`src/rtl/fb_pkg.sv`:
```
// Shared constants and types for the frame buffer write path.
// Default resolution, address width, palette indices and the arbiter state encoding.
package fb_pkg;

  localparam int FB_H_RES  = 640;
  localparam int FB_V_RES  = 360;
  localparam int FB_ADDR_W = $clog2(FB_H_RES * FB_V_RES);

  typedef logic [3:0] color_t;

  typedef enum logic {
    ARB,
    CLEAR
  } fb_arb_state_t;

  localparam color_t BLACK  = 4'd0;
  localparam color_t WHITE  = 4'd1;
  localparam color_t RED    = 4'd2;
  localparam color_t GREEN  = 4'd3;
  localparam color_t BLUE   = 4'd4;
  localparam color_t YELLOW = 4'd5;

endpackage

```
`src/rtl/fb_write_arbiter_rr_arbiter2.sv`:
```
// Two-way round-robin grant; the requester not granted last wins a tie.
// last_grant_q holds the index of the most recent transfer and moves only when a grant is issued.
module rr_arbiter2 (
  input  logic       clk,
  input  logic       rst_n,
  input  logic       enable,
  input  logic [1:0] req,
  output logic [1:0] grant
);

  logic last_grant_q, last_grant_d;

  always_comb begin
    grant        = 2'b00;
    last_grant_d = last_grant_q;
    if (enable) begin
      case (req)
        2'b01:   grant = 2'b01;
        2'b10:   grant = 2'b10;
        2'b11:   grant = last_grant_q ? 2'b01 : 2'b10;
        default: grant = 2'b00;
      endcase
      // A grant is always a transfer, since it is only raised on a valid requester.
      if (grant != 2'b00) last_grant_d = grant[1];
    end
  end

  always_ff @(posedge clk or negedge rst_n) begin
    if (!rst_n) last_grant_q <= 1'b1;
    else        last_grant_q <= last_grant_d;
  end

endmodule

```
`src/rtl/fb_write_arbiter.sv`:
```
// Frame buffer write port arbiter: two round-robin brushes plus a full-buffer clear sweep.
// Optional FB_ARB_STATS_EN adds saturating per-brush grant counters and an out-of-range drop counter.
module fb_write_arbiter
  import fb_pkg::*;
#(
  parameter int H_RES  = FB_H_RES,
  parameter int V_RES  = FB_V_RES,
  parameter int ADDR_W = $clog2(H_RES * V_RES)
) (
  input  logic              pixel_clk_in,
  input  logic              rst_n_in,
  input  logic [1:0]        req_valid_in,
  output logic [1:0]        req_ready_out,
  input  logic [1:0][9:0]   x_in,
  input  logic [1:0][8:0]   y_in,
  input  color_t [1:0]      color_in,
  input  logic              clear_req_in,
  input  color_t            clear_color_in,
  output logic              busy_out,
  output logic              clear_done_out,
  output logic              wr_en_out,
  output logic [ADDR_W-1:0] wr_addr_out,
  output color_t            wr_data_out
`ifdef FB_ARB_STATS_EN
  ,
  output logic [1:0][15:0]  grant_cnt_out,
  output logic [15:0]       drop_cnt_out
`endif
);

  localparam logic [31:0]       H_RES_U   = 32'(H_RES);
  localparam logic [31:0]       V_RES_U   = 32'(V_RES);
  localparam logic [ADDR_W-1:0] LAST_ADDR = ADDR_W'(H_RES * V_RES - 1);

  fb_arb_state_t     state_q, state_d;
  logic [ADDR_W-1:0] cnt_q, cnt_d;
  color_t            clear_color_q, clear_color_d;
  logic              wr_en_q, wr_en_d;
  logic [ADDR_W-1:0] wr_addr_q, wr_addr_d;
  color_t            wr_data_q, wr_data_d;
  logic              done_q, done_d;

  logic              arb_en;
  logic [1:0]        grant;
  logic              sel;
  logic              transfer;
  logic              in_range;
  logic [ADDR_W-1:0] brush_addr;

  // Clear has priority in the very cycle it is requested, so brushes see ready low immediately.
  assign arb_en   = (state_q == ARB) && !clear_req_in;
  assign sel      = grant[1];
  assign transfer = |grant;
  assign in_range = (32'(x_in[sel]) < H_RES_U) && (32'(y_in[sel]) < V_RES_U);
  assign brush_addr = ADDR_W'(32'(x_in[sel]) + H_RES_U * 32'(y_in[sel]));

  rr_arbiter2 u_rr (
    .clk    (pixel_clk_in),
    .rst_n  (rst_n_in),
    .enable (arb_en),
    .req    (req_valid_in),
    .grant  (grant)
  );

  always_comb begin
    state_d       = state_q;
    cnt_d         = cnt_q;
    clear_color_d = clear_color_q;
    wr_en_d       = 1'b0;
    wr_addr_d     = wr_addr_q;
    wr_data_d     = wr_data_q;
    done_d        = 1'b0;
    case (state_q)
      ARB: begin
        if (clear_req_in) begin
          state_d       = CLEAR;
          cnt_d         = '0;
          clear_color_d = clear_color_in;
        end else if (transfer && in_range) begin
          wr_en_d   = 1'b1;
          wr_addr_d = brush_addr;
          wr_data_d = color_in[sel];
        end
      end
      CLEAR: begin
        wr_en_d   = 1'b1;
        wr_addr_d = cnt_q;
        wr_data_d = clear_color_q;
        cnt_d     = cnt_q + ADDR_W'(1);
        if (cnt_q == LAST_ADDR) begin
          state_d = ARB;
          cnt_d   = '0;
          done_d  = 1'b1;
        end
      end
      default: state_d = ARB;
    endcase
  end

  always_ff @(posedge pixel_clk_in or negedge rst_n_in) begin
    if (!rst_n_in) begin
      state_q       <= ARB;
      cnt_q         <= '0;
      clear_color_q <= BLACK;
      wr_en_q       <= 1'b0;
      wr_addr_q     <= '0;
      wr_data_q     <= BLACK;
      done_q        <= 1'b0;
    end else begin
      state_q       <= state_d;
      cnt_q         <= cnt_d;
      clear_color_q <= clear_color_d;
      wr_en_q       <= wr_en_d;
      wr_addr_q     <= wr_addr_d;
      wr_data_q     <= wr_data_d;
      done_q        <= done_d;
    end
  end

  assign req_ready_out  = grant;
  assign busy_out       = (state_q == CLEAR);
  assign clear_done_out = done_q;
  assign wr_en_out      = wr_en_q;
  assign wr_addr_out    = wr_addr_q;
  assign wr_data_out    = wr_data_q;

`ifdef FB_ARB_STATS_EN
  logic [1:0][15:0] grant_cnt_q, grant_cnt_d;
  logic [15:0]      drop_cnt_q, drop_cnt_d;

  // Counters saturate rather than wrap; a clear start begins a fresh frame of statistics.
  always_comb begin
    grant_cnt_d = grant_cnt_q;
    drop_cnt_d  = drop_cnt_q;
    if (state_q == ARB && clear_req_in) begin
      grant_cnt_d = '0;
      drop_cnt_d  = '0;
    end else if (transfer) begin
      if (in_range) begin
        if (grant_cnt_q[sel] != 16'hFFFF) grant_cnt_d[sel] = grant_cnt_q[sel] + 16'd1;
      end else begin
        if (drop_cnt_q != 16'hFFFF) drop_cnt_d = drop_cnt_q + 16'd1;
      end
    end
  end

  always_ff @(posedge pixel_clk_in or negedge rst_n_in) begin
    if (!rst_n_in) begin
      grant_cnt_q <= '0;
      drop_cnt_q  <= '0;
    end else begin
      grant_cnt_q <= grant_cnt_d;
      drop_cnt_q  <= drop_cnt_d;
    end
  end

  assign grant_cnt_out = grant_cnt_q;
  assign drop_cnt_out  = drop_cnt_q;
`endif

endmodule
```
`config.mk`:
```
export PLATFORM = sky130hd
export DESIGN_NAME = fb_write_arbiter
export DESIGN_NICKNAME = d
export VERILOG_FILES = /design/src/rtl/fb_pkg.sv /design/src/rtl/fb_write_arbiter_rr_arbiter2.sv /design/src/rtl/fb_write_arbiter.sv
export SDC_FILE = /design/constraint.sdc
export NUM_CORES = 1
export LEC_CHECK = 0
export ABC_CLOCK_PERIOD_IN_PS = 6100
export CAP_MARGIN = 20
export CORE_MARGIN = 4
export CORE_UTILIZATION = 50
export DETAILED_ROUTE_END_ITERATION = 8
export PLACE_DENSITY_LB_ADDON = 0.08
export SYNTH_ARGS = -nofsm -noshare
export SYNTH_HDL_FRONTEND = slang
export SYNTH_HIERARCHICAL = 1
export SYNTH_SLANG_ARGS = --single-unit
```
`constraint.sdc`:
```
create_clock -name pixel_clk_in -period 6.1 [get_ports pixel_clk_in]
set_clock_uncertainty 0.15 [all_clocks]
set_input_delay 0.61 -clock pixel_clk_in [delete_from_list [all_inputs] [get_ports pixel_clk_in]]
set_output_delay 0.61 -clock pixel_clk_in [all_outputs]
set_load 0.01 [all_outputs]
```
# Word level (Yosys, flattened, before mapping)
# Index checks and enable logic that the tools add are counted.
# W data, S select, Z words.
[word_totals] inputBits=55 register_bits=48 word_cells=58 output_inout_bits=27
[classes] n_reduce_logical=9 mul=1 addsub=2 bitwise_logic=1 mux=27 eq_ne=7 magnitude_cmp=3
[op_table] op="$mux W18" count=4
[op_table] op="$pmux W18 S2" count=2
[op_table] op="$mux W10" count=2
[op_table] op="$add A10 B18 Y18" count=1
[op_table] op="$add A18 B1 Y18 const B" count=1
[op_table] op="$eq A18 B18 Y1 const B" count=1
[op_table] op="$mux W9" count=2
[op_table] op="$mux W4" count=4
[op_table] op="$mul A3 B9 Y11 const A" count=1
[op_table] op="$lt A10 B10 Y1 const B" count=1
[op_table] op="$lt A9 B9 Y1 const B" count=1
[op_table] op="$pmux W4 S2" count=1
[op_table] op="$mux W1" count=6
[op_table] op="$mux W2" count=3
[op_table] op="$pmux W2 S3" count=1
[op_table] op="$reduce_and A2 Y1" count=3
[op_table] op="$eq A2 B2 Y1 const B" count=2
[op_table] op="$ne A2 B2 Y1 const B" count=2
[op_table] op="$pmux W1 S2" count=2
[op_table] op="$logic_and A1 B1 Y1" count=3
[op_table] op="$eq A2 B1 Y1 const B" count=1
[op_table] op="$lt A1 B2 Y1 const B" count=1
[op_table] op="$ne A2 B1 Y1 const B" count=1
[op_table] op="$reduce_bool A2 Y1" count=1
[op_table] op="3 further kinds" count=3

# Longest topological paths before layout
# Gate-level depths: netlist of the first run.
[depth] ltp_word=12 mapped_depth=18 mapped_depth_nobuf=14

# Modules after synthesis
# The synthesis of the first run kept the hierarchy.
[by_module_without_submodules] module="fb_write_arbiter" area_each_um2=3310.7 n_inst=1 cells_each=364 seq_area_each_um2=1176.1
[by_module_without_submodules] module="rr_arbiter2" area_each_um2=62.6 n_inst=1 cells_each=8 seq_area_each_um2=26.3

# Worst setup path after synthesis of the first run
# No wires, ideal clock.
[synth_path] path_kind="input -> register" startpoint="in clear_req_in" endpoint="reg wr_addr_q[16] (netlist: wr_addr_out[16])" path_stages=18 path_slack_ps=918 arrival_time_ps=4906 setup_time_ps=126 path_buffers=4 required_ps=5824 cell_sequence="nor2_1 > clkbuf_1 > nand2_1 > a21oi_1 > buf_6 > buf_4 > buf_1 > mux2i_1 > inv_1 > ha_1 > ha_1 > fa_1 > o211a_1 > o21ai_0 > nor4b_1 > nand3_1 > xnor2_1 > a221o_1"
[synth_via] elab_chain_len=10 elab_cells_between_ends=20 cone_classes="add/sub (1); mul (1); order compare (2); eq/ne (2); mux (8); reduce/logical (6)"
[synth_lines] item="start, declared" line_no="fb_write_arbiter.sv:17" text="input logic clear_req_in,"
[synth_lines] item="$logic_not A1 Y1 (*)" line_no="fb_write_arbiter.sv:51" text="assign arb_en = (state_q == ARB) && !clear_req_in;"
[synth_lines] item="$logic_and A1 B1 Y1 (*)" line_no="fb_write_arbiter.sv:51"
[synth_lines] item="net arb_en" line_no="fb_write_arbiter.sv:43" text="logic arb_en;"
[synth_lines] item="$mux W2 (*)" line_no="fb_write_arbiter_rr_arbiter2.sv:16" text="if (enable) begin"
[synth_lines] item="net req_ready_out[1]" line_no="fb_write_arbiter.sv:13" text="output logic [1:0] req_ready_out,"
[synth_lines] item="$mux W9 (not written as such) or $mux W10 (tied branches) (2 in series)" line_no="fb_write_arbiter.sv:54, fb_write_arbiter.sv:55"
[synth_lines] item="$mul A3 B9 Y11, or another cell as far along" line_no="fb_write_arbiter.sv:55" text="assign brush_addr = ADDR_W'(32'(x_in[sel]) + H_RES_U * 32'(y_in[sel]));"
[synth_lines] item="$add A10 B18 Y18 or $logic_and A1 B1 Y1 (tied branches)" line_no="fb_write_arbiter.sv:55, fb_write_arbiter.sv:54"
[synth_lines] item="$mux W18 or $logic_and A1 B1 Y1 (tied branches)" line_no="fb_write_arbiter.sv:79" text="end else if (transfer && in_range) begin"
[synth_lines] item="$mux W18 or $ne A2 B1 Y1 (tied branches)"
[synth_lines] item="$pmux W18 S2 or $reduce_and A2 Y1 (tied branches)"
[synth_lines] item="end signal, assigned" line_no="fb_write_arbiter.sv:114" text="wr_addr_q <= wr_addr_d;"
[synth_lines] item="end, declared" line_no="fb_write_arbiter.sv:39" text="logic [ADDR_W-1:0] wr_addr_q, wr_addr_d;"
# Mark *: on every way through the listed nets, which the timed path passes. The rest lies on a longest branch. The select of a mux whose other input is x is not followed.
# A chain may end at the register's enable or synchronous reset.

# Worst setup path after layout of the first run
[layout_path] startpoint="in clear_req_in" endpoint="reg wr_addr_q[16] (netlist: wr_addr_out[16])"
[layout_via] elab_chain_len=10 elab_cells_between_ends=20 cone_classes="add/sub (1); mul (1); order compare (2); eq/ne (2); mux (8); reduce/logical (6)"
[layout_lines] item="$logic_not A1 Y1" line_no="fb_write_arbiter.sv:51"
[layout_lines] item="$logic_and A1 B1 Y1" line_no="fb_write_arbiter.sv:51"
[layout_lines] item="$mux W2" line_no="fb_write_arbiter_rr_arbiter2.sv:16"
[layout_lines] item="$mux W9 (not written as such) or $mux W10 (tied branches) (2 in series)" line_no="fb_write_arbiter.sv:54, fb_write_arbiter.sv:55"
[layout_lines] item="$mul A3 B9 Y11, or another cell as far along" line_no="fb_write_arbiter.sv:55"
[layout_lines] item="$add A10 B18 Y18 or $logic_and A1 B1 Y1 (tied branches)" line_no="fb_write_arbiter.sv:55, fb_write_arbiter.sv:54"
[layout_lines] item="$mux W18 or $logic_and A1 B1 Y1 (tied branches)" line_no="fb_write_arbiter.sv:79"
[layout_lines] item="$mux W18 or $ne A2 B1 Y1 (tied branches)"
[layout_lines] item="$pmux W18 S2 or $reduce_and A2 Y1 (tied branches)"
# Parallel ways exist; a longest one is shown, timed or not. The select of a mux whose other input is x is not followed.

==> flow_metrics.env, run 1 <==
export IMPL_timing_worst_setup_path_type="in2reg"
export IMPL_gr_usage_all_layers_pct=21.2
export IMPL_layout_area_overhead_vs_synth_pct=28.2
export IMPL_start_util_pct=52.2
export IMPL_detailedPlace_worstSlack_ns=0.951
export IMPL_end_kind="register"
export IMPL_most_repeated_library_cell_on_the_critical_path="sky130_fd_sc_hd__ha_1"
export IMPL_vdd_ir_drop_max_uv=191
export IMPL_dr_pass1_iters=4
export IMPL_synth_enable_flop_cells=0
export IMPL_drc=0
export IMPL_clock_tree_buffer_depth=2
export IMPL_maximum_number_of_pins_on_one_net_before_global_route_repair=50
export IMPL_yosysTopAreaCellShare_pct=34.9
export IMPL_cpPeakStageDelay_ns=0.64
export IMPL_critical_path_required_ns=6.13
export IMPL_worst_path_dominant_cell_family="compound AO/OA/AOI/OAI gates"
export IMPL_critical_path_source_type="primary input"
export IMPL_post_place_cells=513
export IMPL_final_core_utilization_pct=66.9
export IMPL_gp_congestion=0.872
export IMPL_layout_filler_cells=548
export IMPL_syn_num_nets=447
export IMPL_asyncSetResetFlopFracSynth_pct=100
export IMPL_cp_slowest_cell="sky130_fd_sc_hd__a21oi_2"
export IMPL_via_count=2944
export IMPL_ctsHtreeMaxLevel=2
export IMPL_post_synth_instance_area_mm2=0.00337
export IMPL_clkSinkCount=48
export IMPL_slew_limit_headroom_pct=32.0
export IMPL_unrepaired_setup_endpoints_after_global_routing="false"
export IMPL_cp_data_arrival_time_ns=4.90
export IMPL_synth_warning_count=6
export IMPL_nets=520
export IMPL_synth_top_cells_by_area="sky130_fd_sc_hd__dfrtp_1 35%, sky130_fd_sc_hd__mux2i_1 7.4%, sky130_fd_sc_hd__ha_1 6.7%"
export IMPL_tritoncts_clock_tree="built"
export IMPL_placement_io_buffers=81
export IMPL_finalSetupViolations=0
export IMPL_finish_cell_count_without_fillers=523
export IMPL_drive_gt1_share_pct=7.17
export IMPL_power_density_mw_per_mm2=217
export IMPL_ys_types=65
export IMPL_path_clk_slew_ns=0.09
export IMPL_average_size_of_a_mapped_cell_um2=9.07
export IMPL_final_setup_tns_ns=0
export IMPL_postRouteAntennaNets=0
export IMPL_max_cap_violations=0
export IMPL_grt_pass1_vias=2904
export IMPL_design_core_area_mm2=0.00646
export IMPL_io_pin_count=82
export IMPL_synthDominantAreaCellType="sky130_fd_sc_hd__dfrtp_1"
export IMPL_yosys_register_bits=48
export IMPL_cp_cell_sequence="clkdlybuf4s50_1, nor2_1, nand2_1, a21oi_2, mux2i_1, inv_1, ha_1, ha_1, fa_1, o211a_1, o21ai_0, nor4b_1, nand3_1, xnor2_1, a221o_1"
export IMPL_design_die_area_mm2=0.00812
export IMPL_seq_area_frac_synth_pct=35.6
export IMPL_grt_antenna_before_repair=0
export IMPL_insertion_delay_ns=0.30
export IMPL_hold_viol=0
export IMPL_finalCritPeriodShare_pct=79.8
export IMPL_chipWidth_um=90.1
export IMPL_synthMostInstantiatedCell="sky130_fd_sc_hd__dfrtp_1"
export IMPL_seq_area_mm2=0.00120
export IMPL_vias_per_cell=5.63
export IMPL_detailed_place_hpwl_um=6390
export IMPL_drv_slew=0
export IMPL_num_rows=29
export IMPL_numCtsBuffers=5
export IMPL_crit_path_buf_inv_count=2
export IMPL_multi_input_area_mm2=0.00201
export IMPL_hold_class="reg2reg"
export IMPL_finalCriticalPeriod_ns=4.87
export IMPL_ys_dominant_reg_cell="sky130_fd_sc_hd__dfrtp_1"
export IMPL_tightest_slew_ns=1.02
export IMPL_first_pass_grt_wire_length_um=14400
export IMPL_die_height_um=90.1
export IMPL_global_route_overflow_total=0
export IMPL_static_leakage_power_nw=1.75
export IMPL_hold_worst_slack_ns=0.338
export IMPL_syn_instance_count=372
export IMPL_route_detailed_wl_per_inst_um=15.9
export IMPL_max_frequency_ghz=0.205
export IMPL_crit_fanout=14
export IMPL_status="completed"
export IMPL_insertedDiodeCount=0
export IMPL_clock_root_buffer="sky130_fd_sc_hd__clkbuf_8"
export IMPL_synth_common_cells="47 x sky130_fd_sc_hd__dfrtp_1, 44 x sky130_fd_sc_hd__nand2_1, 38 x sky130_fd_sc_hd__o21ai_1"
export IMPL_iteration_0_drc_markers=160
export IMPL_detail_route_wirelength_um=8310
export IMPL_final_setup_worst_slack_ns=1.23
-- stage by stage --
step	power, mW	cell area [um2]
floorplan	0.604	3370
global placement	0.739	4200
detailed placement	0.747	4200
CTS	0.945	4290
global route	1.00	4320
finish	0.939	4320
-- area by class of cell --
class / instances / share of cell area, %
clock buffer: 7 / 2.00
timing repair buffer: 88 / 20.2
tap: 77 / 2.23
clock inverter: 1 / 0.203
multi-input combinational: 290 / 46.5
sequential: 48 / 27.8
inverter: 12 / 1.04
-- kinds of logic (layout without fill, tap and decap cells) --
group,Yosys count,in the layout,synth area share (%)
adder cells (fa/ha/maj),20,20,7.86
multiplexers,35,35,11.0
AO/OA/AOI/OAI,110,110,20.8
buffers and inverters,34,108,5.08
AND/OR/NAND/NOR,114,114,16.8
XOR/XNOR,11,11,2.86
flip-flops,48,48,35.6
-- placed cells by master, fill, tap and decap left out, types with 11 or more instances in the layout --
| master | netlist | routed |
|---|---|---|
| sky130_fd_sc_hd__nand2_1 | 44 | 44 |
| sky130_fd_sc_hd__o21ai_0 | 19 | 19 |
| sky130_fd_sc_hd__a21oi_1 | 12 | 11 |
| sky130_fd_sc_hd__dfrtp_1 | 47 | 47 |
| sky130_fd_sc_hd__nor2_1 | 21 | 21 |
| sky130_fd_sc_hd__mux2i_1 | 25 | 25 |
| sky130_fd_sc_hd__ha_1 | 18 | 18 |
| sky130_fd_sc_hd__o21ai_1 | 38 | 38 |
| sky130_fd_sc_hd__nand3_1 | 11 | 11 |
| sky130_fd_sc_hd__clkdlybuf4s50_1 | 0 | 80 |
-- per-layer routing --
metal  GRT usage (%)  share of wire (%)  vias up  wire (um)
li1                -                  -     1492          -
met1            29.3                 46     1380       3790
met2            34.6                 48       67       3950
met3            4.59                6.0        5        501
met4            3.95               0.75        0         62
met5               0                  0        -          0
-- worst paths after layout --
check | start | endpoint | slack, ns | cells past startpoint
min in group asynchronous | rst_n_in | cnt_q[16]$_DFFE_PN0N_ | 0.53 | 2
max in group asynchronous | rst_n_in | u_rr/last_grant_q$_DFFE_PN1P_ | 4.75 | 3
worst min-delay path | clear_color_q[1]$_DFFE_PN0P_ | wr_data_out[1]$_DFFE_PN0P_ | 0.34 | 2
worst min register to register | clear_color_q[1]$_DFFE_PN0P_ | wr_data_out[1]$_DFFE_PN0P_ | 0.34 | 2
worst max-delay path | clear_req_in | wr_addr_out[16]$_DFFE_PN0P_ | 1.23 | 15
worst max register to register | busy_out$_DFF_PN0_ | wr_addr_out[16]$_DFFE_PN0P_ | 1.62 | 14
-- power breakdown --
group | leakage [nW] | internal (mW) | switching (mW)
combinational | 1.10 | 0.168 | 0.140
sequential | 0.605 | 0.375 | 0.0573
clock | 0.0484 | 0.0930 | 0.105
total | 1.75 | 0.637 | 0.303
-- worst min-delay path, cell delays in order (launching register included) --
cell and delay, ns:
sky130_fd_sc_hd__dfrtp_1 0.35, sky130_fd_sc_hd__nand2_1 0.05, sky130_fd_sc_hd__o21ai_1 0.06
-- registers in the layout (all words and copies together) (netlist names) --
name,cells
wr_data_out,4
cnt_q,18
wr_addr_out,18
busy_out,1
clear_color_q,4
u_rr/last_grant_q,1
wr_en_out,1
clear_done_out,1
-- what timing repair did --
item,CTS,global route
endpoints found under the hold margin,0,6
gates resized for setup,0,0
setup buffers,0,0
hold buffers,0,1
No activity file was read; power rests on OpenSTA's default activity.
==> run 2: changes to the inputs <==
ABC_CLOCK_PERIOD_IN_PS = 4000   (was 6100)
CORE_UTILIZATION = 45   (was 50)
clock period = 4 ns   (was 6.1 ns; I/O delays follow)
==> run 2 against run 1 <==
First-iteration DRC count is 44% lower. Sequential share of layout area is 1.7 points lower. Sequential power up 53%. Cell area grew 6.6%. Via count is 3.8% higher. Combinational power grew 65%. Critical path type unchanged. Largest cell class unchanged.
==> flow_metrics.env, run 2 (synthesis results as in run 1) <==
export IMPL_status="completed"
export IMPL_drc=0
export IMPL_total_power_mw=1.48
export IMPL_ctsHtreeMaxLevel=2
export IMPL_slew_limit_headroom_pct=58.9
export IMPL_crit_fanout=6
export IMPL_grt_antenna_before_repair=0
export IMPL_drive_gt1_share_pct=14.7
export IMPL_iteration_0_drc_markers=90
export IMPL_path_clk_slew_ns=0.09
export IMPL_cp_data_arrival_time_ns=3.86
export IMPL_hold_class="in2async"
export IMPL_power_switching_uw=484
export IMPL_layout_area_overhead_vs_synth_pct=36.6
export IMPL_start_util_pct=46.5
export IMPL_first_pass_grt_wire_length_um=13900
export IMPL_dr_pass1_iters=4
export IMPL_clockPowerShare_pct=20.9
export IMPL_postRouteAntennaNets=0
export IMPL_most_common_layout_cells="80 x sky130_fd_sc_hd__clkdlybuf4s50_1, 46 x sky130_fd_sc_hd__dfrtp_1, 43 x sky130_fd_sc_hd__nand2_1"
export IMPL_clkSinkCount=48
export IMPL_max_frequency_ghz=0.262
export IMPL_timing_worst_setup_path_type="in2reg"
export IMPL_hold_worst_slack_ns=0.0333
export IMPL_maximum_number_of_pins_on_one_net_before_global_route_repair=50
export IMPL_global_route_overflow_total=0
export IMPL_finalCritPeriodShare_pct=95.6
export IMPL_max_cap_violations=0
export IMPL_end_kind="register"
export IMPL_critical_path_source_type="primary input"
export IMPL_finalCriticalPeriod_ns=3.82
export IMPL_nets=544
export IMPL_drv_slew=0
export IMPL_critical_path_required_ns=4.04
export IMPL_insertedDiodeCount=0
export IMPL_detailed_place_hpwl_um=6650
export IMPL_final_core_utilization_pct=63.5
export IMPL_placement_io_buffers=81
export IMPL_vias_per_cell=5.37
export IMPL_combPwrFrac_pct=34.5
export IMPL_tritoncts_clock_tree="built"
export IMPL_gr_usage_all_layers_pct=19.6
export IMPL_insertion_delay_ns=0.30
export IMPL_num_rows=31
export IMPL_detailedPlace_worstSlack_ns=-0.215
export IMPL_via_count=3056
export IMPL_finish_cell_count_without_fillers=569
export IMPL_postPlaceCellArea_mm2=0.00448
export IMPL_static_leakage_power_nw=1.89
export IMPL_netSwitchingFraction_pct=32.6
export IMPL_mostFrequentLayoutCell="sky130_fd_sc_hd__clkdlybuf4s50_1"
export IMPL_reg2reg_depth=14
export IMPL_clock_root_buffer="sky130_fd_sc_hd__clkbuf_8"
export IMPL_chipWidth_um=94.6
export IMPL_tightest_slew_ns=0.614
export IMPL_vdd_ir_drop_max_uv=278
export IMPL_grt_pass1_vias=2967
export IMPL_hold_viol=0
export IMPL_finish_instance_area_mm2=0.00461
export IMPL_unrepaired_setup_endpoints_after_global_routing="false"
export IMPL_final_setup_tns_ns=0
export IMPL_route_detailed_wl_per_inst_um=15.1
export IMPL_design_die_area_mm2=0.00895
export IMPL_io_pin_count=82
export IMPL_gp_congestion=0.867
export IMPL_design_core_area_mm2=0.00725
export IMPL_detail_route_wirelength_um=8610
export IMPL_internal_power_component_uw=999
export IMPL_final_setup_worst_slack_ns=0.176
export IMPL_die_height_um=94.6
export IMPL_post_place_cells=559
export IMPL_power_density_mw_per_mm2=322
export IMPL_finalSetupViolations=0
export IMPL_numCtsBuffers=5
export IMPL_clock_tree_buffer_depth=2
export IMPL_p_seq_share_pct=44.6
## run 2: critical path: stages
cell and delay (ns):
sky130_fd_sc_hd__clkdlybuf4s50_1 0.45, sky130_fd_sc_hd__nor2_2 0.20, sky130_fd_sc_hd__nand2_4 0.08, sky130_fd_sc_hd__a21oi_4 0.16, sky130_fd_sc_hd__buf_12 0.15, sky130_fd_sc_hd__mux2_2 0.34, sky130_fd_sc_hd__ha_1 0.20, sky130_fd_sc_hd__ha_2 0.20
sky130_fd_sc_hd__fa_1 0.44, sky130_fd_sc_hd__a211oi_2 0.28, sky130_fd_sc_hd__nor2_1 0.09, sky130_fd_sc_hd__xor2_1 0.27, sky130_fd_sc_hd__nand3_1 0.14, sky130_fd_sc_hd__xnor2_1 0.15, sky130_fd_sc_hd__a221o_1 0.31
## run 2: area by class of cell
class	instances	area, um2
sequential	48	1200
timing repair buffer	112	1060
clock inverter	2	13.8
multi-input combinational	290	2080
fill	650	2650
clock buffer	6	82.6
tap	99	124
inverter	12	45.0
## run 2: path summary, 6_finish.rpt
path	startpoint	end	slack, ns
worst max-delay path	clear_req_in	wr_addr_out[16]$_DFFE_PN0P_	0.18
worst min-delay path	rst_n_in	wr_addr_out[14]$_DFFE_PN0P_	0.03
worst max register to register	busy_out$_DFF_PN0_	wr_addr_out[16]$_DFFE_PN0P_	0.36
worst min register to register	clear_color_q[1]$_DFFE_PN0P_	wr_data_out[1]$_DFFE_PN0P_	0.34
max in group asynchronous	rst_n_in	busy_out$_DFF_PN0_	3.23
min in group pixel_clk_in	clear_color_q[1]$_DFFE_PN0P_	wr_data_out[1]$_DFFE_PN0P_	0.34
## run 2: layer usage
layer	global-route usage [%]	vias up	routed length [um]
li1	-	1548	-
met1	25.5	1448	3960
met2	34.4	56	4120
met3	3.27	4	469
met4	3.97	0	60
met5	0	-	0
## run 2: power groups by stage
stage                     Clock [mW]  Combinational (mW)  Sequential (mW)
after floorplan                    0               0.260            0.668
after global placement             0               0.503            0.667
after detailed placement           0               0.512            0.671
after CTS                      0.320               0.515            0.661
after global routing           0.337               0.567            0.679
final                          0.311               0.511            0.662
## run 2: what timing repair did
action,in CTS,in global routing
setup endpoints to repair,0,4
gates resized for setup,0,1
hold buffers,0,0
setup buffers,0,2
==> run 3: changes to the inputs <==
SKIP_LAST_GASP = 1   (was unset)
==> results of run 3 <==
The final DEF is identical to that of run 2; final timing and power are the same.
